$ cat src/rtl/fp_pkg.sv
// Shared floating-point field widths, constants and the int-to-float FSM state type.
package fp_pkg;
    localparam int FP_EXP_W = 8;
    localparam int FP_MAN_W = 23;
    localparam int FP_BIAS  = 127;
    localparam logic [31:0] FP_POS_ZERO = 32'h0000_0000;
    // Exponent of an unshifted 32-bit magnitude whose bit 31 is the leading one.
    localparam logic [FP_EXP_W-1:0] I2F_EXP_INIT = 8'(FP_BIAS + 31);

    typedef enum logic [1:0] {IDLE, NORM, ROUND, DONE} i2f_state_t;
endpackage

$ cat src/rtl/int_to_float_seq_if.sv
// Valid/ready request and response channels of the integer-to-float converter.
interface int_to_float_seq_if;
    logic        in_valid;
    logic        in_ready;
    logic [31:0] in_data;
    logic        in_signed;
    logic        out_valid;
    logic        out_ready;
    logic [31:0] out_data;
    logic        out_inexact;

    modport master (
        output in_valid, in_data, in_signed, out_ready,
        input  in_ready, out_valid, out_data, out_inexact
    );
    modport slave (
        input  in_valid, in_data, in_signed, out_ready,
        output in_ready, out_valid, out_data, out_inexact
    );
endinterface

$ cat src/rtl/fp_round_pack.sv
// Rounds a normalised 32-bit magnitude to 24 significant bits and packs an IEEE-754 single.
// Rounding mode: I2F_RNE_EN defined -> round-to-nearest-even, undefined -> truncate.
module fp_round_pack
    import fp_pkg::*;
(
    input  logic                sign,
    input  logic [FP_EXP_W-1:0] exp,
    input  logic [31:0]         mag,
    output logic [31:0]         out_data,
    output logic                inexact
);
    logic [FP_MAN_W-1:0] man;
    logic                guard;
    logic                sticky;

    assign man     = mag[30:8];
    assign guard   = mag[7];
    assign sticky  = |mag[6:0];
    assign inexact = guard | sticky;

`ifdef I2F_RNE_EN
    logic        round_up;
    logic [23:0] man_inc;

    assign round_up = guard & (sticky | man[0]);
    assign man_inc  = {1'b0, man} + 24'd1;

    always_comb begin
        out_data = {sign, exp, man};
        // Carry out of the 23-bit field means the significand reached 2.0.
        if (round_up)
            out_data = man_inc[23] ? {sign, exp + 8'd1, 23'd0} : {sign, exp, man_inc[22:0]};
        if (!mag[31])
            out_data = FP_POS_ZERO;
    end
`else
    always_comb begin
        out_data = {sign, exp, man};
        if (!mag[31])
            out_data = FP_POS_ZERO;
    end
`endif
endmodule

$ cat src/rtl/int_to_float_seq.sv
// Iterative 32-bit integer to IEEE-754 single converter with a coarse/fine shift loop.
// Rounding mode chosen inside fp_round_pack by the I2F_RNE_EN macro.
module int_to_float_seq
    import fp_pkg::*;
#(
    parameter int STEP = 4
) (
    input logic clk,
    input logic rst,
    int_to_float_seq_if.slave bus
);
    i2f_state_t          state;
    logic                sign;
    logic [FP_EXP_W-1:0] exp;
    logic [31:0]         mag;
    logic                in_ready_q;
    logic                out_valid_q;
    logic [31:0]         out_data_q;
    logic                out_inexact_q;

    logic                sign_in;
    logic [31:0]         mag_in;
    logic [31:0]         rp_data;
    logic                rp_inexact;

    assign sign_in = bus.in_signed & bus.in_data[31];
    // 0x80000000 negates to itself, which is the correct unsigned magnitude.
    assign mag_in  = sign_in ? (~bus.in_data + 32'd1) : bus.in_data;

    assign bus.in_ready    = in_ready_q;
    assign bus.out_valid   = out_valid_q;
    assign bus.out_data    = out_data_q;
    assign bus.out_inexact = out_inexact_q;

    fp_round_pack u_round_pack (
        .sign     (sign),
        .exp      (exp),
        .mag      (mag),
        .out_data (rp_data),
        .inexact  (rp_inexact)
    );

    always_ff @(posedge clk) begin
        if (rst) begin
            state         <= IDLE;
            sign          <= 1'b0;
            exp           <= '0;
            mag           <= '0;
            in_ready_q    <= 1'b1;
            out_valid_q   <= 1'b0;
            out_data_q    <= FP_POS_ZERO;
            out_inexact_q <= 1'b0;
        end else begin
            case (state)
                IDLE: begin
                    if (bus.in_valid && in_ready_q) begin
                        sign       <= sign_in;
                        mag        <= mag_in;
                        exp        <= I2F_EXP_INIT;
                        in_ready_q <= 1'b0;
                        if (mag_in == 32'd0) begin
                            // Sign is dropped so a zero input never yields -0.
                            out_data_q    <= FP_POS_ZERO;
                            out_inexact_q <= 1'b0;
                            out_valid_q   <= 1'b1;
                            state         <= DONE;
                        end else begin
                            state <= NORM;
                        end
                    end
                end
                NORM: begin
                    if (mag[31]) begin
                        state <= ROUND;
                    end else if (mag[31 -: STEP] == '0) begin
                        mag <= mag << STEP;
                        exp <= exp - FP_EXP_W'(STEP);
                    end else begin
                        mag <= mag << 1;
                        exp <= exp - 8'd1;
                    end
                end
                ROUND: begin
                    out_data_q    <= rp_data;
                    out_inexact_q <= rp_inexact;
                    out_valid_q   <= 1'b1;
                    state         <= DONE;
                end
                DONE: begin
                    if (bus.out_ready) begin
                        out_valid_q <= 1'b0;
                        in_ready_q  <= 1'b1;
                        state       <= IDLE;
                    end
                end
                default: state <= IDLE;
            endcase
        end
    end
endmodule

$ cat src/flat_wrapper.sv
// flat-port wrapper written by rule: the top's interface ports become plain ports
module int_to_float_seq_flat import fp_pkg::*;
#(
    parameter int STEP = 4
)
  (clk, rst, bus_in_valid, bus_in_data, bus_in_signed, bus_out_ready, bus_in_ready, bus_out_valid, bus_out_data, bus_out_inexact);
  int_to_float_seq_if bus_i ();
  input logic clk;
  input logic rst;
  input wire logic [$bits(bus_i.in_valid)-1:0] bus_in_valid;
  input wire logic [$bits(bus_i.in_data)-1:0] bus_in_data;
  input wire logic [$bits(bus_i.in_signed)-1:0] bus_in_signed;
  input wire logic [$bits(bus_i.out_ready)-1:0] bus_out_ready;
  output wire logic [$bits(bus_i.in_ready)-1:0] bus_in_ready;
  output wire logic [$bits(bus_i.out_valid)-1:0] bus_out_valid;
  output wire logic [$bits(bus_i.out_data)-1:0] bus_out_data;
  output wire logic [$bits(bus_i.out_inexact)-1:0] bus_out_inexact;
  assign bus_i.in_valid = bus_in_valid;
  assign bus_i.in_data = bus_in_data;
  assign bus_i.in_signed = bus_in_signed;
  assign bus_i.out_ready = bus_out_ready;
  assign bus_in_ready = bus_i.in_ready;
  assign bus_out_valid = bus_i.out_valid;
  assign bus_out_data = bus_i.out_data;
  assign bus_out_inexact = bus_i.out_inexact;
  int_to_float_seq #(.STEP(STEP)) u_core (.clk(clk), .rst(rst), .bus(bus_i));
endmodule
$ cat config.mk
export PLATFORM = sky130hd
export DESIGN_NAME = int_to_float_seq_flat
export DESIGN_NICKNAME = d
export VERILOG_FILES = /design/src/rtl/fp_pkg.sv /design/src/rtl/int_to_float_seq_if.sv /design/src/rtl/fp_round_pack.sv /design/src/rtl/int_to_float_seq.sv /design/src/flat_wrapper.sv
export SDC_FILE = /design/constraint.sdc
export NUM_CORES = 1
export LEC_CHECK = 0
export BUFFER_PORTS_ARGS = -buffer_cell sky130_fd_sc_hd__buf_4
export CAP_MARGIN = 20
export CORE_ASPECT_RATIO = 1.1
export CORE_UTILIZATION = 60
export CTS_BUF_LIST = sky130_fd_sc_hd__clkbuf_4
export DETAILED_ROUTE_END_ITERATION = 8
export PLACE_DENSITY_LB_ADDON = 0.3
export SLEW_MARGIN = 20
export SYNTH_ARGS = -nofsm -noshare
export SYNTH_HDL_FRONTEND = slang
export SYNTH_SLANG_ARGS = --single-unit
$ cat constraint.sdc
create_clock -name clk -period 3 [get_ports clk]
set_input_delay 0.15 -clock clk [delete_from_list [all_inputs] [get_ports clk]]
set_output_delay 0.15 -clock clk [all_outputs]
set_load 0.01 [all_outputs]
==> metrics.txt, run 1 <==
post-route clock period utilization approximately 81%; Power Dens Cells 753 nW/um^2; critical path arrival approximately 2.8 ns; clock skew 0.0165 ns; Leakage 2.43 nW; Tot GR Track Use 32.2%; # rows 34; Clock power frac 18.7%; post-synthesis sequential area ratio a little under a third; cts bufs inserted 9; Worst Path Required between 3 and 4 ns; PortBufs 71; max_slew headroom 48.7%; Sw Share 42.1%; setup TNS 0 ns; die width 88.3 um; synth unique cells 60; # H-tree levels 3; cts repair resizes 0; CTS sink cnt just under 80; critical path endpoint category flop; Max Clock Freq 0.409 GHz; Clock Pin Slew Worst Setup and Hold Paths 0.13 ns; crit path kind in -> reg; max-cap viol count 0; Synth top area share a little under a third; Starting Density 62.1%; Post-synth EDFFs 0; routed via count 4794; Tmin final 2.44 ns; worst vdd ir between 0.5 and 0.6 mV; Seq pwr share between 30% and 40%; # setup viols final 0; first-pass GRT wire length around 22000 um; Final Hold Fails 0; unrepaired setup endpoints after global routing no; Comb power frac 46.3%; RePlAce Congestion 0.948; WL/cell 17.0 um; status complete, no violations; Vias per Instance 6.13; clk buf depth 2; worst hold path class in -> reg; async set-reset flop share out of synthesis 0%; internal cell power roughly 2.5 mW; synthesized instance count 608; Synth area leaders dfxtp_1 (32%), mux2i_1 (12%), nand2_1 (5.0%); hpwl dp about 9500 um; vias in the first global route roughly 4500; crit start category input port; First DRT Iteration DRCs roughly 350; Tot Pwr 4.37 mW; DRC 0; share of layout cells above drive strength 1 a little under a fifth; Yosys Warn Count 0; antenna violations before repair 1; Routed Antenna Nets 0; root buf cell clkbuf_4; area leader, netlist dfxtp_1; Syn Std Cell Area 4920 sq um; Worst Tran Pin Value around 0.77 ns; Main synth FF type dfxtp_1; grt total ovfl 0; hold path cells 3; Layout area overhead 18.1%; Post-Syn Nets 652; Syn Area/Cell 8.09 sq um; largest net degree at the start of global routing 84; fin. max-slew vios 0; clock latency on the worst-skew pair ~0.42 ns; DRT Pass-1 Iters 5; Yosys reg bits 78; Core Box Area 7910 sq um; Post-synth top cells dfxtp_1 (78), nand2_1 (65), nor2_1 (62), mux2i_1 (60), clkbuf_1 (40); Net Switching 1.84 mW; CTS tree built; Post-Route WL about 13000 um; reg2reg path depth 9; I/O Pins 72; Nets 712; Die Y 96.9 um; die area 8560 sq um; crit path max fanout 33; count leader, synth dfxtp_1
## state kept, by name, summed over array words and instances (netlist names)
| name | count |
|---|---|
| u_core.sign | 1 |
| u_core.bus.out_inexact | 1 |
| u_core.mag | 32 |
| u_core.bus.in_ready | 1 |
| u_core.bus.out_valid | 1 |
| u_core.bus.out_data | 32 |
| u_core.exp | 8 |
| u_core.state | 2 |
## repair_timing
item                                   4_1_cts  5_1_grt
setup buffers                                0        0
hold buffers                                 0        1
setup endpoints to repair                    0        0
endpoints found under the hold margin        0        1
## per-stage QoR
stage | utilization (%) | setup WS, ns | cell area (sq um) | hold WS [ns] | instances
after global placement | 70.8 | 0.225 | 5600 | 0.434 | 764
after floorplan | - | 0.323 | 4920 | 0.313 | 608
after detailed placement | 70.8 | 0.170 | 5600 | 0.446 | 764
after CTS | 73.2 | 0.578 | 5790 | 0.00431 | 780
final | 73.4 | 0.558 | 5810 | 0.0148 | 782
after global routing | 73.4 | 0.348 | 5810 | 0.0314 | 782
## placed cells by master (no fill, tap or decap), types with 12 or more instances in the layout
cell type / instances
nand2b_1: 35
mux2i_1: 60
o221ai_1: 22
nor2_1: 61
inv_1: 12
dfxtp_1: 78
nand2_1: 65
o21ai_0: 35
nor3_1: 20
xnor2_1: 26
a21oi_1: 29
buf_4: 90
## routing by layer
metal  share of wire, %  global-route usage, %  vias to the layer above
met4                2.4                   11.7                        0
li1                   -                      -                     2306
met2                 50                   54.3                      203
met5                  0                      0                        -
met1                 42                   41.0                     2256
met3                5.6                   4.44                       29
## cell type report
cell class / instances / area (sq um)
Multi-Input combinational cell: 473 / 3130
Fill cell: 612 / 2110
Sequential cell: 78 / 1560
Timing Repair Buffer: 94 / 746
Tap cell: 108 / 135
Clock inverter: 5 / 108
Clock buffer: 11 / 82.6
Inverter: 12 / 45.0
Antenna cell: 1 / 2.50
## kinds of logic (layout without fill, tap and decap cells)
| logic type | Yosys count | in the layout | share of synthesized area, % |
|---|---|---|---|
| fa+ha+maj | 7 | 7 | 1.78 |
| other cells | 0 | 1 | 0 |
| simple gates | 239 | 239 | 25.2 |
| mux | 62 | 62 | 12.7 |
| xor+xnor | 35 | 35 | 6.23 |
| buf+inv | 57 | 122 | 4.83 |
| compound gates | 130 | 130 | 17.6 |
| flops | 78 | 78 | 31.8 |
## power by group through the flow
stage	Sequential (mW)	Combinational, mW	Clock (mW)
6_report	1.53	2.03	0.818
5_1_grt	1.55	2.24	0.873
4_1_cts	1.52	2.00	0.817
3_5_place_dp	1.53	1.99	0
3_3_place_gp	1.52	1.93	0
2_1_floorplan	1.44	1.54	0
## worst max-delay path, cell delays in order
cell and delay (ns):
buf_4 0.12, inv_1 0.05, ha_1 0.15, or4b_4 0.50
nor4_4 0.22, buf_4 0.21, a21oi_1 0.09, xnor2_1 0.25
nand3_2 0.18, nor4_4 0.33, a22oi_4 0.09, buf_12 0.21
mux2i_1 0.21
## path summary, 6_finish.rpt
check | start | to | slack (ns)
hold reg to reg | u_core.sign$_SDFFE_PP0P_ | u_core.bus.out_data[31]$_SDFFE_PP0P_ | 0.48
hold / removal | bus_in_data[0] | u_core.mag[0]$_SDFFE_PP0P_ | 0.01
setup / recovery | bus_in_data[0] | u_core.bus.out_data[4]$_SDFFE_PP0P_ | 0.56
setup reg to reg | u_core.state[1]$_SDFFE_PP0P_ | u_core.exp[2]$_SDFFE_PP0P_ | 0.82
Note: power is estimated with default switching activity, not from simulation.
==> run 2: changes to the inputs <==
clock period = 2.5 ns   (was 3 ns; I/O delays follow)
==> run 2 against run 1 <==
  * Clock power decreased by 5.7%
  * Combinational power grew 25%
  * Routed wire length grew 1.9%
  * Setup slack lost 0.42 ns
  * Core utilization increased by 4.7 points
  * Global-route usage is 0.43 points higher
  * Sequential power increased by 20%
  * Register-to-register slack got worse by 0.44 ns
  * Die area is the same
  * Critical path type unchanged
  * Largest cell class unchanged
==> metrics.txt, run 2 (synthesis results as in run 1) <==
status complete, no violations; Inst Count DP 816; clk buf depth 2; # setup viols final 0; cell area after layout 6180 sq um; PortBufs 71; worst hold path class in -> reg; Tot GR Track Use about 33%; post-route clock period utilization 94.3%; Seq pwr share a little over a third; final std cells w/o fill 833; fin. max-slew vios 0; # rows 34; CP Launch Point bus_in_data[1]; leading cell type in the layout, fill and taps excluded buf_4; WL/cell 16.3 um; critical path endpoint category flop; I/O Pins 72; clock latency on the worst-skew pair 0.44 ns; Final Hold Fails 0; cts bufs inserted 9; Post-Route WL 13600 um; max_slew headroom 61.9%; Comb power frac 49.3%; Power Dens Cells 829 nW/um^2; RePlAce Congestion between 0.9 and 1; unrepaired setup endpoints after global routing no; hold slack 0.0499 ns; Routed Antenna Nets 0; Starting Density 62.1%; Clock Pin Slew Worst Setup and Hold Paths ~0.13 ns; CTS sink cnt 78; max-cap viol count 0; # H-tree levels 3; critical path arrival 2.71 ns; root buf cell clkbuf_4; vias in the first global route 4744; CTS tree built; Net Switching 2.24 mW; Fillers 590; crit path kind in -> reg; reg2reg path depth 9; worst vdd ir between 0.4 and 0.5 mV; Placed Area 6030 sq um; Tmin final about 2.4 ns; DRC 0; crit start category input port; crit path max fanout 18; Die Y between 90 and 100 um; Nets 764; Sw Share between 40% and 50%; first-pass GRT wire length 22200 um; First DRT Iteration DRCs ~420; Worst Tran Pin Value roughly 0.56 ns; most frequent cells in the layout buf_4 (141), dfxtp_1 (78), nand2_1 (65), nor2_1 (61), mux2i_1 (60); Worst Path Required between 2 and 3 ns; Layout area overhead 25.7%; die width a little under 90 um; Clock power frac 15.0%; Post-CTS Setup Inserts 0; share of layout cells above drive strength 1 25.0%; Leakage 2.67 nW; reg2reg end u_core.exp[2]$_SDFFE_PP0P_; register area approximately 1600 sq um; die area 8560 sq um; internal cell power 2.89 mW; largest net degree at the start of global routing 56; Worst setup endpoint u_core.bus.out_data[2]$_SDFFE_PP0P_; Diodes inserted 0; routed via count 5053; Worst R2R Start u_core.state[1]$_SDFFE_PP0P_; Multi-input gate area between 3000 and 4000 sq um; grt total ovfl 0; Vias per Instance 6.07; antenna violations before repair 0; hpwl dp approximately 10000 um; Tot Pwr 5.13 mW; Max Clock Freq 0.424 GHz; DRT Pass-1 Iters 5; reg2reg setup slack around 0.38 ns; Core Box Area approximately 7900 sq um; clock skew slightly above 0.02 ns
-- run 2: per-layer routing --
metal | routed length (um) | track usage [%] | share of wire, % | up-vias
li1 | - | - | - | 2411
met1 | 5760 | 41.5 | 42 | 2390
met2 | 6660 | 54.8 | 49 | 220
met3 | 811 | 4.61 | 6.0 | 32
met4 | 338 | 12.3 | 2.5 | 0
met5 | 0 | 0 | 0 | -
-- run 2: final cells by class --
cell class | instances | area share [%]
Clock buffer | 10 | 1.21
Clock inverter | 6 | 0.992
Inverter | 12 | 0.729
Multi-Input combinational cell | 473 | 51.0
Sequential cell | 78 | 25.3
Tap cell | 108 | 2.19
Timing Repair Buffer | 146 | 18.6
-- run 2: what timing repair did --
action | CTS | global route
resized for setup | 0 | 0
hold buffers | 1 | 0
endpoints found under the hold margin | 1 | 0
-- run 2: worst min-delay path by stage --
| stage | startpoint | end | slack [ns] | depth (start not counted) |
|---|---|---|---|---|
| 2_1_floorplan | bus_in_data[0] | u_core.mag[0]$_SDFFE_PP0P_ | 0.29 | 2 |
| 3_3_place_gp | bus_out_ready | u_core.bus.in_ready$_SDFFE_PP1P_ | 0.40 | 3 |
| 3_5_place_dp | bus_out_ready | u_core.bus.in_ready$_SDFFE_PP1P_ | 0.41 | 3 |
| 4_1_cts | bus_in_data[0] | u_core.mag[0]$_SDFFE_PP0P_ | 0.06 | 4 |
| 5_1_grt | bus_in_data[0] | u_core.mag[0]$_SDFFE_PP0P_ | 0.07 | 4 |
| 6_report | bus_in_data[0] | u_core.mag[0]$_SDFFE_PP0P_ | 0.05 | 4 |
-- run 2: power by group through the flow --
| stage | sequential [mW] | combinational (mW) | clock [mW] |
|---|---|---|---|
| 6_report | 1.83 | 2.53 | 0.771 |
| 5_1_grt | 1.85 | 2.76 | 0.817 |
| 4_1_cts | 1.81 | 2.49 | 0.760 |
| 3_5_place_dp | 1.83 | 2.47 | 0 |
| 3_3_place_gp | 1.82 | 2.38 | 0 |
| 2_1_floorplan | 1.73 | 1.85 | 0 |
-- run 2: critical path, cell delays in order --
cell and delay, ns:
buf_4 0.11, inv_2 0.06, ha_4 0.12, or4b_4 0.49
buf_4 0.16, nor2_1 0.19, a31oi_1 0.14, xnor2_1 0.25
nand4_1 0.21, nor4_4 0.37, a22oi_4 0.11, buf_12 0.18
mux2i_1 0.18
-- run 2: stage by stage --
| step | worst slack [ns] | util, % | TNS, ns |
|---|---|---|---|
| after global placement | -0.201 | 76.2 | -6.58 |
| final | 0.142 | 78.1 | 0 |
| after detailed placement | -0.281 | 76.2 | -9.05 |
| after floorplan | -0.0222 | - | -0.667 |
| after CTS | 0.148 | 78.1 | 0 |
| after global routing | 0.00217 | 78.1 | 0 |
